==> src/rtl/seed_random_opt_card_dealer_if.sv <==
// Deal/generator handshake bundle between game control, the card dealer and the number generator.
// CARD_DEALER_STATS_EN adds the reject_count_o statistics signal.
interface seed_random_opt_card_dealer_if;
    logic        deal_req_i;
    logic        new_deck_i;
    logic [7:0]  next_card_i;
    logic        req_card_state_o;
    logic [5:0]  card_o;
    logic        card_valid_o;
    logic        busy_o;
    logic        deck_empty_o;
    logic [5:0]  cards_left_o;
    logic        deal_err_o;
`ifdef CARD_DEALER_STATS_EN
    logic [15:0] reject_count_o;

    modport master (
        output deal_req_i, new_deck_i, next_card_i,
        input  req_card_state_o, card_o, card_valid_o, busy_o,
               deck_empty_o, cards_left_o, deal_err_o, reject_count_o
    );
    modport slave (
        input  deal_req_i, new_deck_i, next_card_i,
        output req_card_state_o, card_o, card_valid_o, busy_o,
               deck_empty_o, cards_left_o, deal_err_o, reject_count_o
    );
`else
    modport master (
        output deal_req_i, new_deck_i, next_card_i,
        input  req_card_state_o, card_o, card_valid_o, busy_o,
               deck_empty_o, cards_left_o, deal_err_o
    );
    modport slave (
        input  deal_req_i, new_deck_i, next_card_i,
        output req_card_state_o, card_o, card_valid_o, busy_o,
               deck_empty_o, cards_left_o, deal_err_o
    );
`endif
endinterface

==> src/rtl/seed_random_opt_card_dealer.sv <==
// Card dealer: turns generator draws into unique cards 0..51, with bounded retries and a linear-scan fallback.
// Optional CARD_DEALER_STATS_EN adds a saturating 16-bit reject counter (reject_count_o).
module seed_random_opt_card_dealer #(
    parameter int unsigned HOLD_CYCLES = 3,
    parameter int unsigned MAX_RETRY   = 8
) (
    input  logic                         clk_cd_i,
    input  logic                         rst_cd_i,
    seed_random_opt_card_dealer_if.slave dif
);
    localparam int unsigned DECK_SIZE = 52;
    localparam int unsigned CARD_W    = 6;
    localparam int unsigned HOLD_W    = 4;
    localparam int unsigned RETRY_W   = 8;
    localparam int unsigned DRAW_W    = 8;

    typedef enum logic [2:0] {S_IDLE, S_REQ, S_WAIT, S_EVAL, S_SCAN, S_DONE} state_t;

    state_t               state, state_d;
    logic [DECK_SIZE-1:0] mask, mask_d;
    logic [CARD_W-1:0]    cards_left, cards_left_d;
    logic [CARD_W-1:0]    card, card_d;
    logic [CARD_W-1:0]    scan_idx, scan_idx_d;
    logic                 card_valid, card_valid_d;
    logic                 req, req_d;
    logic                 busy, busy_d;
    logic                 deck_empty, deck_empty_d;
    logic                 deal_err, deal_err_d;
    logic [RETRY_W-1:0]   retry, retry_d;
    logic [HOLD_W-1:0]    hold, hold_d;
    logic [DRAW_W-1:0]    draw, draw_d;
    logic                 in_range;
    logic [CARD_W-1:0]    cand;
    logic                 take;
    logic [CARD_W-1:0]    take_idx;

    // draw mod 52 by range compare and subtract
    always_comb begin
        in_range = draw < DRAW_W'(4 * DECK_SIZE);
        cand     = '0;
        if (!in_range)                           cand = '0;
        else if (draw >= DRAW_W'(3 * DECK_SIZE)) cand = CARD_W'(draw - DRAW_W'(3 * DECK_SIZE));
        else if (draw >= DRAW_W'(2 * DECK_SIZE)) cand = CARD_W'(draw - DRAW_W'(2 * DECK_SIZE));
        else if (draw >= DRAW_W'(DECK_SIZE))     cand = CARD_W'(draw - DRAW_W'(DECK_SIZE));
        else                                     cand = CARD_W'(draw);
    end

    always_ff @(posedge clk_cd_i or negedge rst_cd_i) begin
        if (!rst_cd_i) begin
            state      <= S_IDLE;
            mask       <= '0;
            cards_left <= CARD_W'(DECK_SIZE);
            card       <= '0;
            scan_idx   <= '0;
            card_valid <= 1'b0;
            req        <= 1'b0;
            busy       <= 1'b0;
            deck_empty <= 1'b0;
            deal_err   <= 1'b0;
            retry      <= '0;
            hold       <= '0;
            draw       <= '0;
        end else begin
            state      <= state_d;
            mask       <= mask_d;
            cards_left <= cards_left_d;
            card       <= card_d;
            scan_idx   <= scan_idx_d;
            card_valid <= card_valid_d;
            req        <= req_d;
            busy       <= busy_d;
            deck_empty <= deck_empty_d;
            deal_err   <= deal_err_d;
            retry      <= retry_d;
            hold       <= hold_d;
            draw       <= draw_d;
        end
    end

    always_comb begin
        state_d      = state;
        mask_d       = mask;
        cards_left_d = cards_left;
        card_d       = card;
        scan_idx_d   = scan_idx;
        card_valid_d = 1'b0;
        req_d        = 1'b0;
        deal_err_d   = 1'b0;
        retry_d      = retry;
        hold_d       = hold;
        draw_d       = draw;
        take         = 1'b0;
        take_idx     = '0;

        case (state)
            S_IDLE: begin
                if (dif.new_deck_i) begin
                    mask_d       = '0;
                    cards_left_d = CARD_W'(DECK_SIZE);
                end else if (dif.deal_req_i) begin
                    if (cards_left == '0) begin
                        deal_err_d = 1'b1;
                    end else begin
                        retry_d = '0;
                        hold_d  = '0;
                        req_d   = 1'b1;
                        state_d = S_REQ;
                    end
                end
            end
            S_REQ: begin
                req_d  = 1'b1;
                hold_d = hold + HOLD_W'(1);
                if (hold == HOLD_W'(HOLD_CYCLES - 1)) begin
                    req_d   = 1'b0;
                    hold_d  = '0;
                    state_d = S_WAIT;
                end
            end
            S_WAIT: begin
                draw_d  = dif.next_card_i;
                state_d = S_EVAL;
            end
            S_EVAL: begin
                if (in_range && !mask[cand]) begin
                    take     = 1'b1;
                    take_idx = cand;
                end else begin
                    retry_d = retry + RETRY_W'(1);
                    if (retry + RETRY_W'(1) == RETRY_W'(MAX_RETRY)) begin
                        scan_idx_d = cand;
                        state_d    = S_SCAN;
                    end else begin
                        req_d   = 1'b1;
                        hold_d  = '0;
                        state_d = S_REQ;
                    end
                end
            end
            S_SCAN: begin
                if (!mask[scan_idx]) begin
                    take     = 1'b1;
                    take_idx = scan_idx;
                end else if (scan_idx == CARD_W'(DECK_SIZE - 1)) begin
                    scan_idx_d = '0;
                end else begin
                    scan_idx_d = scan_idx + CARD_W'(1);
                end
            end
            S_DONE: state_d = S_IDLE;
            default: state_d = S_IDLE;
        endcase

        // accept a free card from either EVAL or SCAN
        if (take) begin
            mask_d[take_idx] = 1'b1;
            card_d           = take_idx;
            cards_left_d     = cards_left - CARD_W'(1);
            card_valid_d     = 1'b1;
            state_d          = S_DONE;
        end

        busy_d       = state_d != S_IDLE;
        deck_empty_d = cards_left_d == '0;
    end

`ifdef CARD_DEALER_STATS_EN
    localparam int unsigned STAT_W = 16;
    logic [STAT_W-1:0] reject_count;

    // saturating count of EVAL rejects since reset or the last new deck
    always_ff @(posedge clk_cd_i or negedge rst_cd_i) begin
        if (!rst_cd_i) begin
            reject_count <= '0;
        end else if (state == S_IDLE && dif.new_deck_i) begin
            reject_count <= '0;
        end else if (state == S_EVAL && !take && reject_count != '1) begin
            reject_count <= reject_count + STAT_W'(1);
        end
    end

    assign dif.reject_count_o = reject_count;
`endif

    assign dif.req_card_state_o = req;
    assign dif.card_o           = card;
    assign dif.card_valid_o     = card_valid;
    assign dif.busy_o           = busy;
    assign dif.deck_empty_o     = deck_empty;
    assign dif.cards_left_o     = cards_left;
    assign dif.deal_err_o       = deal_err;
endmodule

==> src/flat_wrapper.sv <==
// flat-port wrapper written by rule: the top's interface ports become plain ports
module seed_random_opt_card_dealer_flat 
#(
    parameter int unsigned HOLD_CYCLES = 3,
    parameter int unsigned MAX_RETRY   = 8
)
  (clk_cd_i, rst_cd_i, dif_deal_req_i, dif_new_deck_i, dif_next_card_i, dif_req_card_state_o, dif_card_o, dif_card_valid_o, dif_busy_o, dif_deck_empty_o, dif_cards_left_o, dif_deal_err_o);
  seed_random_opt_card_dealer_if dif_i ();
  input  logic clk_cd_i;
  input  logic rst_cd_i;
  input wire logic [$bits(dif_i.deal_req_i)-1:0] dif_deal_req_i;
  input wire logic [$bits(dif_i.new_deck_i)-1:0] dif_new_deck_i;
  input wire logic [$bits(dif_i.next_card_i)-1:0] dif_next_card_i;
  output wire logic [$bits(dif_i.req_card_state_o)-1:0] dif_req_card_state_o;
  output wire logic [$bits(dif_i.card_o)-1:0] dif_card_o;
  output wire logic [$bits(dif_i.card_valid_o)-1:0] dif_card_valid_o;
  output wire logic [$bits(dif_i.busy_o)-1:0] dif_busy_o;
  output wire logic [$bits(dif_i.deck_empty_o)-1:0] dif_deck_empty_o;
  output wire logic [$bits(dif_i.cards_left_o)-1:0] dif_cards_left_o;
  output wire logic [$bits(dif_i.deal_err_o)-1:0] dif_deal_err_o;
  assign dif_i.deal_req_i = dif_deal_req_i;
  assign dif_i.new_deck_i = dif_new_deck_i;
  assign dif_i.next_card_i = dif_next_card_i;
  assign dif_req_card_state_o = dif_i.req_card_state_o;
  assign dif_card_o = dif_i.card_o;
  assign dif_card_valid_o = dif_i.card_valid_o;
  assign dif_busy_o = dif_i.busy_o;
  assign dif_deck_empty_o = dif_i.deck_empty_o;
  assign dif_cards_left_o = dif_i.cards_left_o;
  assign dif_deal_err_o = dif_i.deal_err_o;
  seed_random_opt_card_dealer #(.HOLD_CYCLES(HOLD_CYCLES), .MAX_RETRY(MAX_RETRY)) u_core (.clk_cd_i(clk_cd_i), .rst_cd_i(rst_cd_i), .dif(dif_i));
endmodule
==> config.mk <==
export PLATFORM = sky130hd
export DESIGN_NAME = seed_random_opt_card_dealer_flat
export DESIGN_NICKNAME = d
export VERILOG_FILES = /design/src/rtl/seed_random_opt_card_dealer_if.sv /design/src/rtl/seed_random_opt_card_dealer.sv /design/src/flat_wrapper.sv
export SDC_FILE = /design/constraint.sdc
export NUM_CORES = 1
export LEC_CHECK = 0
export ABC_AREA = 1
export CAP_MARGIN = 5
export CORE_ASPECT_RATIO = 0.8
export CORE_MARGIN = 2
export CORE_UTILIZATION = 50
export CTS_CLUSTER_SIZE = 30
export DETAILED_ROUTE_END_ITERATION = 8
export PLACE_DENSITY = 0.8
export SETUP_SLACK_MARGIN = 0.02
export SYNTH_ARGS = -nofsm -noshare
export SYNTH_HDL_FRONTEND = slang
export SYNTH_SLANG_ARGS = --single-unit
==> constraint.sdc <==
create_clock -name clk_cd_i -period 4.65 [get_ports clk_cd_i]
set_clock_uncertainty 0.2 [all_clocks]
set_input_delay 0.465 -clock clk_cd_i [delete_from_list [all_inputs] [get_ports clk_cd_i]]
set_output_delay 0.465 -clock clk_cd_i [all_outputs]
set_load 0.1 [all_outputs]
==> flow_metrics.py <==
metrics = {
    "sta": {
        "final_cycle_utilization_of_the_critical_path": 0.799,
        "rsz_0062_raised_after_global_routing": "false",
        "fin_hold_ws_ns": -0.0166,
        "finalCriticalPeriod_ns": 3.71,
        "setup-violations-final": 0,
        "drv_slew": 0,
        "max_slew.worst_pin.slew_ns": 1.01,
        "fmax_mhz": 269,
        "timing.max_slew.rel_slack": 0.327,
        "tns_ns": 0,
        "hold_violations": 11,
    },
    "clock_tree": {
        "cts_post_setup_buffers_inserted": 0,
        "cts_hold_repair.buffers": 0,
        "clkTransAtPathRegs_ns": 0.07,
        "clock_path_buffers": 2,
        "clock_tree_from_tritoncts": "yes",
        "clock_latency_ns": 0.36,
        "ctsRootBufferMaster": "clkbuf_16",
        "cts_buffers": 9,
        "post_cts_resize_count": 0,
        "clock_tree.htree_level_count": 3,
        "clock_sink_count": 98,
    },
    "synthesis": {
        "synth_xor_area_frac": 0.0216,
        "synth_top_family_by_area": "simple AND/OR/NAND/NOR gates",
        "synthAdderAreaFrac": 0.0247,
        "netlist_area_um2": 6080,
        "yosys.area.top_type_share": 0.391,
        "synth-simple-area-share": 0.291,
        "synthesis.nets": 850,
        "synth_compound_gate_area_share": 0.167,
        "yosysSeqAreaShare": 0.404,
        "synth_common_cells": "nand2_1, dfrtp_1, o21ai_0",
        "postSynthRegisterBits": 98,
        "post_synth_top_area_cell": "dfrtp_1",
        "synthesis.yosys.warnings": 0,
        "ys_async_sr_fraction": 1.00,
        "synth-edff-count": 0,
        "top_count_cell_post_synth": "nand2_1",
        "muxShareOfSynthArea": 0.00350,
        "synthTopCellsByArea": "dfrtp_1, nand2_1, o21ai_0",
        "synth_cell_type_count": 42,
        "netlist_instances": 826,
        "synth_area_per_cell_um2": 7.36,
        "ys_dominant_reg_cell": "dfrtp_1",
    },
    "route": {
        "m1WireLength_mm": 8.01,
        "route.met2.wl_mm": 6.48,
        "routed.top_layer": "met4",
        "wl_per_cell_um": 16.2,
        "drt-vias-per-instance": 5.55,
        "vias": 5532,
        "detailroute.wirelength.met3_mm": 1.35,
        "routed_wirelength_mm": 16.1,
        "detail-route-antenna-nets": 0,
        "route.detailed.drc": 0,
        "detailedRoute.firstIterationViolations": 695,
        "dr.pass1.iters": 7,
    },
    "power": {
        "power_density_nw_per_um2": 722,
        "power.static_leakage_nw": 3.10,
        "vdd_drop_max_v": 0.000710,
    },
    "floorplan": {
        "dieHeight_um": 103,
        "top_level_ports": 29,
        "die_x_um": 127,
        "design.die.area_um2": 13100,
        "initial_core_util": 0.520,
        "placement_rows": 35,
        "placeable_core_region_um2": 11700,
    },
    "hold_path": {
        "hold_class": "input port to async pin",
    },
    "final_layout": {
        "nets": 867,
        "instances_no_fill": 996,
        "fraction_of_layout_cells_with_a_size_suffix_above_1": 0.0979,
        "n_fill_cell": 1082,
        "antenna_cells": 0,
        "stdcell_area_um2": 6690,
        "areaGrowthSynthToFinish_pct": 10.0,
    },
    "global_routing": {
        "grt_antenna_before_repair": 0,
        "wire_length_of_the_first_global_routing_pass_mm": 26.7,
        "pin_count_of_the_biggest_net_entering_global_routing": 64,
        "globalRoute.totalOverflow": 0,
        "grt_usage": 0.263,
        "first_global_vias": 4917,
    },
    "critical_path": {
        "critical_path_required_ns": 4.72,
        "cp_data_arrival_time_ns": 3.78,
        "crit_path_max_fanout": 19,
        "reg2reg_start": "u_core.draw[4]",
        "timing_worst_setup_path_type": "flip-flop to flip-flop",
        "r2r_setup_slack_ns": 0.94,
        "r2r_cells": 19,
        "worstSetupStartpointType": "flip-flop",
        "crit_path_end_kind": "flip-flop",
        "reg2reg_to": "u_core.scan_idx[1]",
    },
    "placed_design": {
        "dpl.hpwl_mm": 11.4,
        "portBuffers": 28,
        "placed_cell_area_um2": 6410,
        "place_inst": 980,
        "gp_congestion": 1.01,
    },
    "flow_run": {
        "maxCapViolations": 0,
    },
    "outcome": {
        "run_status": "complete, but fails checks",
        "failing_checks": "hold timing",
    },
}
==> cells in the final DEF (no fill, tap or decap), types with 8 or more instances in the layout <==
| master | synthesis | routed |
|---|---|---|
| nand2_1 | 199 | 199 |
| dfrtp_1 | 95 | 95 |
| o21ai_0 | 89 | 89 |
| inv_1 | 84 | 84 |
| nor2_1 | 76 | 76 |
| nand3_1 | 52 | 52 |
| a21oi_1 | 43 | 43 |
| o21ai_1 | 39 | 39 |
| clkdlybuf4s50_1 | 0 | 27 |
| nand2_2 | 14 | 14 |
| xor2_1 | 13 | 13 |
| inv_2 | 12 | 12 |
| ha_1 | 12 | 12 |
| nand4_1 | 11 | 11 |
| clkbuf_16 | 0 | 9 |
| nand2_4 | 8 | 8 |
==> metrics by stage <==
step | util | worst slack, ns | total power (W)
final | 0.572 | 0.936 | 0.00483
after global placement | 0.548 | 1.04 | 0.00405
after CTS | 0.572 | 0.998 | 0.00479
after global routing | 0.572 | 0.572 | 0.00518
after detailed placement | 0.548 | 1.05 | 0.00406
after floorplan | - | 1.91 | 0.00345
==> kinds of logic (layout without fill, tap and decap cells) <==
group,after synthesis,count (layout)
AOI/OAI and AO/OA,188,188
adders and majority gates,12,12
DFF,98,98
xor gates and xnor gates,15,15
and+or+nand+nor,387,387
buffers and inverters,124,146
muxes,2,2
==> worst max path at each step <==
| stage | slack, ns | depth (start not counted) | from | to |
|---|---|---|---|---|
| 2_1_floorplan | 1.91 | 21 | u_core.draw[3] | u_core.mask[12] |
| 3_3_place_gp | 1.04 | 19 | u_core.draw[4] | u_core.scan_idx[1] |
| 3_5_place_dp | 1.05 | 19 | u_core.draw[4] | u_core.scan_idx[1] |
| 4_1_cts | 1.0 | 19 | u_core.draw[4] | u_core.scan_idx[1] |
| 5_1_grt | 0.57 | 19 | u_core.draw[4] | u_core.scan_idx[1] |
| 6_report | 0.94 | 19 | u_core.draw[4] | u_core.scan_idx[1] |
==> cell type report <==
| class | count | area [um^2] | area share |
|---|---|---|---|
| repair buffers | 32 | 308 | 0.0460 |
| well taps | 148 | 185 | 0.0277 |
| multi-input cells | 604 | 3090 | 0.461 |
| clock buffers | 11 | 243 | 0.0363 |
| inverters | 98 | 373 | 0.0557 |
| flip-flops and latches | 98 | 2460 | 0.367 |
| clock inverters | 5 | 37.5 | 0.00561 |
==> state kept, by name, indices dropped and copies added, names as in the netlist <==
name,cells
u_core.retry,8
u_core.dif.card_valid_o,1
u_core.dif.busy_o,1
u_core.state,3
u_core.dif.req_card_state_o,1
u_core.dif.deck_empty_o,1
u_core.mask,52
u_core.draw,8
u_core.dif.cards_left_o,6
u_core.dif.card_o,6
u_core.scan_idx,6
u_core.dif.deal_err_o,1
u_core.hold,4
==> power by group <==
| part | internal (W) | leakage [nW] | switching, W | total (W) |
|---|---|---|---|---|
| Clock | 0.000379 | 0.132 | 0.000331 | 0.000711 |
| Combinational | 0.000815 | 1.65 | 0.00208 | 0.00289 |
| Sequential | 0.00102 | 1.32 | 0.000202 | 0.00122 |
| Total | 0.00221 | 3.10 | 0.00261 | 0.00483 |
==> worst max-delay path: stages (launching register included) <==
cell and delay (ns):
dfrtp_1 0.46, inv_1 0.21, nand2_2 0.09, nand2_4 0.22, nand2_4 0.19, inv_2 0.27
o21ai_0 0.14, nor2_1 0.15, nor2_1 0.06, nand4_1 0.10, nand3_1 0.10, nand3_1 0.10
nand2_1 0.06, nand2_1 0.11, nand2_4 0.12, nand2_4 0.12, nand2_4 0.11, nor2_1 0.51
o211ai_1 0.16, o21ai_0 0.11
==> routing by layer <==
layer,vias to the layer above,global-route usage
met5,-,0
met4,0,0.0676
met3,28,0.0597
met2,239,0.363
met1,2540,0.413
li1,2725,-
No activity file was read; power rests on OpenSTA's default activity.
